## src/rtl/policy_deck_shuffler.sv

```systemverilog
// rtl/policy_deck_shuffler.sv - Fisher-Yates shuffler for the policy deck bit-vector
// Draws come from an internal seedable 8-bit LFSR; out-of-range draws are rejected and retried.
module policy_deck_shuffler #(
    parameter int          DECK_W     = 17,
    parameter int          CNT_W      = 5,
    parameter logic [7:0]  LFSR_RESET = 8'h01
) (
    input  logic              clk,
    input  logic              rst,
    input  logic              seed_load,
    input  logic [7:0]        seed,
    input  logic              start,
    input  logic [DECK_W-1:0] deck_in,
    input  logic [CNT_W-1:0]  n_cards,
    output logic              busy,
    output logic              done,
    output logic [DECK_W-1:0] deck_out
);

    typedef enum logic {
        IDLE,
        DRAW
    } state_t;

    localparam logic [CNT_W-1:0] DECK_MAX = CNT_W'(DECK_W);

    state_t             state;
    state_t             state_next;
    logic [7:0]         lfsr;
    logic               lfsr_fb;
    logic [CNT_W-1:0]   idx;
    logic [CNT_W-1:0]   r;
    logic [CNT_W-1:0]   n_eff;
    logic [CNT_W-1:0]   start_idx;
    logic [DECK_W-1:0]  deck_swap;

    assign lfsr_fb   = lfsr[7] ^ lfsr[5] ^ lfsr[4] ^ lfsr[3];
    assign r         = lfsr[CNT_W-1:0];
    assign n_eff     = (n_cards > DECK_MAX) ? DECK_MAX : n_cards;
    assign start_idx = (n_eff == '0) ? '0 : n_eff - 1'b1;

    always_comb begin
        deck_swap      = deck_out;
        deck_swap[idx] = deck_out[r];
        deck_swap[r]   = deck_out[idx];
    end

    always_ff @(posedge clk or posedge rst) begin
        if (rst) begin
            state <= IDLE;
        end else begin
            state <= state_next;
        end
    end

    always_comb begin
        state_next = state;
        busy       = 1'b0;
        case (state)
            IDLE: begin
                if (start) begin
                    state_next = DRAW;
                end
            end
            DRAW: begin
                busy = 1'b1;
                if (idx == '0) begin
                    state_next = IDLE;
                end
            end
            default: state_next = IDLE;
        endcase
    end

    // A zero seed would lock the LFSR, so it is replaced by 1.
    always_ff @(posedge clk or posedge rst) begin
        if (rst) begin
            lfsr <= LFSR_RESET;
        end else if (seed_load) begin
            lfsr <= (seed == 8'h00) ? 8'h01 : seed;
        end else begin
            lfsr <= {lfsr[6:0], lfsr_fb};
        end
    end

    always_ff @(posedge clk or posedge rst) begin
        if (rst) begin
            deck_out <= '0;
            idx      <= '0;
            done     <= 1'b0;
        end else begin
            done <= 1'b0;
            case (state)
                IDLE: begin
                    if (start) begin
                        deck_out <= deck_in;
                        idx      <= start_idx;
                    end
                end
                DRAW: begin
                    if (idx == '0) begin
                        done <= 1'b1;
                    end else if (r <= idx) begin
                        deck_out <= deck_swap;
                        idx      <= idx - 1'b1;
                    end
                end
                default: ;
            endcase
        end
    end

endmodule

```

## config.mk

```make
export PLATFORM = sky130hd
export DESIGN_NAME = policy_deck_shuffler
export DESIGN_NICKNAME = d
export VERILOG_FILES = /design/src/rtl/policy_deck_shuffler.sv
export SDC_FILE = /design/constraint.sdc
export NUM_CORES = 1
export LEC_CHECK = 0
export CELL_PAD_IN_SITES_DETAIL_PLACEMENT = 0
export CELL_PAD_IN_SITES_GLOBAL_PLACEMENT = 1
export CORE_MARGIN = 2
export CORE_UTILIZATION = 42
export DETAILED_ROUTE_END_ITERATION = 6
export HOLD_SLACK_MARGIN = 0.03
export PLACE_DENSITY_LB_ADDON = 0.08
export SYNTH_ARGS = -nofsm -noshare
export SYNTH_HDL_FRONTEND = slang
export SYNTH_SLANG_ARGS = --single-unit
```

## constraint.sdc

```tcl
create_clock -name clk -period 4.6 [get_ports clk]
set_input_delay 0.92 -clock clk [delete_from_list [all_inputs] [get_ports clk]]
set_output_delay 0.92 -clock clk [all_outputs]
set_load 0.02 [all_outputs]
```

==> results.sh <==
export IMPL_first_global_vias=2614
export IMPL_cts_buffers_inserted=5
export IMPL_die_height_um=84.9
export IMPL_layout_cell_area_non_filler_um2=3330
export IMPL_drt_drc_violations_left=0
export IMPL_startpoint_type="input port"
export IMPL_timing_critical_path_buf_inv=1
export IMPL_io_pins=53
export IMPL_layout_cells_most_common_list="52 x sky130_fd_sc_hd__clkdlybuf4s50_1, 40 x sky130_fd_sc_hd__nand2_1, 31 x sky130_fd_sc_hd__dfrtp_1"
export IMPL_fin_worst_skew_ns=0.00789
export IMPL_layout_drive_gt1_share_pct=11.7
export IMPL_timing_critical_path_mode_cell="sky130_fd_sc_hd__a21oi_1"
export IMPL_antenna_diodes=0
export IMPL_setup_viol_count_final=0
export IMPL_route_antenna_remaining_nets=0
export IMPL_tightest_slew_ns=0.986
export IMPL_vias_per_cell=6.00
export IMPL_arrival_ns=3.03
export IMPL_drv_cap=0
export IMPL_hold_buffers=0
export IMPL_fin_total_pwr_uw=2140
export IMPL_global_route_wire_length_before_repair_um=13200
export IMPL_worst_setup_path_type="in2reg"
export IMPL_clock_period_minus_final_worst_setup_slack_ns=2.90
export IMPL_design_core_area_um2=6350
export IMPL_die_area_um2=7210
export IMPL_grt_use_total_pct=22.9
export IMPL_outcome="complete, no violations"
export IMPL_grt_max_degree=42
export IMPL_critical_path_max_fanout=6
export IMPL_hold_class="reg2reg"
export IMPL_finalHoldViolCount=0
export IMPL_crit_path_max_delay_family="simple AND/OR/NAND/NOR gates"
export IMPL_async_flop_share_pct=100
export IMPL_detailed_place_area_um2=3230
export IMPL_cts_repair_resize_count=0
export IMPL_drt_iter0_markers=196
export IMPL_worst_ir_drop_vdd_uv=348
export IMPL_critical_path_cell_chain="clkdlybuf4s50_1 -> or3_1 -> a21oi_1 -> ha_1 -> nor4b_1 -> nor2_1 -> a221oi_1 -> a21oi_1"
export IMPL_io_buffers=52
export IMPL_slew_viol_final=0
export IMPL_drt_wl_total_um=8030
export IMPL_synth_net_count=369
export IMPL_cts_setup_buffers=0
export IMPL_place_gp_congestion=0.828
export IMPL_syn_instance_count=324
export IMPL_first_pass_iters=5
export IMPL_postSynth_topFlopCell="sky130_fd_sc_hd__dfrtp_1"
export IMPL_finish_net_count=403
export IMPL_fin_tns_setup_ns=0
export IMPL_average_wire_per_cell_in_the_routed_design_um=18.4
export IMPL_ys_ff_latch=32
export IMPL_ys_warn_count=0
export IMPL_power_density_cell_area_nw_per_um2=642
export IMPL_end_kind="flip-flop"
export IMPL_routed_via_count=2618
export IMPL_synth_seq_area_share_pct=29.2
export IMPL_dieWidth_um=84.9
export IMPL_critical_path_max_stage_delay_ns=0.49
export IMPL_grt_setup_unrepaired="no"
export IMPL_critical_path_required_ns=4.74
export IMPL_initial_core_util_pct=43.3
export IMPL_final_min_period_over_clock_period_pct=63.0
export IMPL_tritoncts="built"
export IMPL_place_hpwl_um=5610
export IMPL_grt_remaining_overflow=0
export IMPL_max_slew_margin_pct=34.1
export IMPL_slowest_stage="sky130_fd_sc_hd__clkdlybuf4s50_1"
export IMPL_clock_path_buffers=2
export IMPL_clockRootBuffer="sky130_fd_sc_hd__clkbuf_8"
export IMPL_clock_fmax_ghz=0.345
export IMPL_tritoncts_num_sinks=32
export IMPL_synth_enable_flop_cells=0
export IMPL_antenna_found_initial=0
export IMPL_mappedNetlistArea_um2=2750
export IMPL_synth_lib_cells_used_distinct=56
export IMPL_rows=29
export IMPL_layout_cells_most_common="sky130_fd_sc_hd__clkdlybuf4s50_1"
export IMPL_clk_latency_ns=0.29
export IMPL_clk_pin_slew_worst_paths_ns=0.07
export IMPL_cts_htree_levels=2
export IMPL_post_synth_cell_area_avg_um2=8.48
export IMPL_power_leakage_uw=0.00139
export IMPL_syn_to_final_growth_pct=21.0
-- synthesized netlist by cell type, drive strengths merged (4+ instances only) --
| cell | instances | share of area, % |
|---|---|---|
| nor2 | 25 | 3.5 |
| mux2i | 4 | 1.5 |
| ha | 11 | 5.0 |
| a21oi | 28 | 5.1 |
| o22ai | 8 | 1.8 |
| nand4 | 11 | 2.5 |
| mux4 | 6 | 4.9 |
| nor3b | 5 | 2.1 |
| nand2 | 40 | 5.5 |
| nor3 | 8 | 1.9 |
| mux2 | 7 | 2.9 |
| nor2b | 4 | 0.91 |
| o21ai | 8 | 1.5 |
| dfrtp | 31 | 28 |
| nand2b | 4 | 0.91 |
| inv | 12 | 1.6 |
| clkbuf | 9 | 1.3 |
| buf | 18 | 4.1 |
| nand3 | 29 | 5.5 |
| o211a | 8 | 2.9 |
| a211oi | 13 | 4.8 |
-- registers in the layout, summed over array words and instances (netlist names) --
name / flops
deck_out: 17
lfsr: 8
idx: 5
done: 1
state: 1
-- path summary, 6_finish.rpt --
kind	slack (ns)	cells after the start	end	startpoint
worst max-delay path	1.70	8	idx[0]	n_cards[2]
worst min-delay path	0.50	1	lfsr[7]	lfsr[6]
max in group asynchronous	3.23	3	lfsr[0]	rst
min in group asynchronous	1.03	3	deck_out[15]	rst
worst max register to register	1.82	8	deck_out[4]	idx[1]
worst min register to register	0.50	1	lfsr[7]	lfsr[6]
-- kinds of logic (layout without fill, tap and decap cells) --
kind of cell	count (synthesis)	in the layout	synth area share, %
muxes	17	17	9.24
xor gates and xnor gates	3	3	0.956
and+or+nand+nor	138	138	25.9
DFF	32	32	29.2
AOI/OAI and AO/OA	84	84	22.7
adders and majority gates	11	11	5.01
buffers and inverters	39	74	7.01
-- power by group --
part / leakage [uW] / switching [uW] / internal (uW)
registers: 0.000379 / 201 / 393
logic: 0.000956 / 747 / 561
clock network: 0.0000510 / 114 / 119
-- routing by layer --
metal	vias up	global-route usage [%]	wire (um)
met1	1269	30.8	3600
met5	-	0	0
met3	7	3.70	441
met2	77	38.9	3910
li1	1265	-	-
met4	0	5.19	72
-- worst register-to-register path, stage by stage (launching register included) --
cell                       delay [ns]
sky130_fd_sc_hd__dfrtp_1         0.57
sky130_fd_sc_hd__inv_1           0.21
sky130_fd_sc_hd__ha_1            0.34
sky130_fd_sc_hd__nor2b_1         0.12
sky130_fd_sc_hd__o21ai_0         0.08
sky130_fd_sc_hd__a32o_1          0.27
sky130_fd_sc_hd__a21boi_1        0.80
sky130_fd_sc_hd__o21ai_0         0.20
sky130_fd_sc_hd__o21ai_1         0.11
-- layout make-up --
| type | instances | area [um2] |
|---|---|---|
| tap | 77 | 96.3 |
| multi-input combinational | 253 | 1750 |
| inverter | 12 | 45.0 |
| timing repair buffer | 54 | 536 |
| fill | 601 | 3020 |
| sequential | 32 | 802 |
| clock inverter | 2 | 10.0 |
| clock buffer | 6 | 82.6 |
-- through the flow --
| stage | hold WS (ns) | std cells | util [%] | setup slack (ns) |
|---|---|---|---|---|
| floorplan | 0.456 | 324 | - | 2.13 |
| global placement | 0.465 | 428 | 50.9 | 1.48 |
| detailed placement | 0.475 | 428 | 50.9 | 1.46 |
| CTS | 0.496 | 436 | 52.4 | 1.75 |
| global route | 0.533 | 436 | 52.4 | 1.48 |
| finish | 0.501 | 436 | 52.4 | 1.70 |
Note: power is estimated with default switching activity, not from simulation.
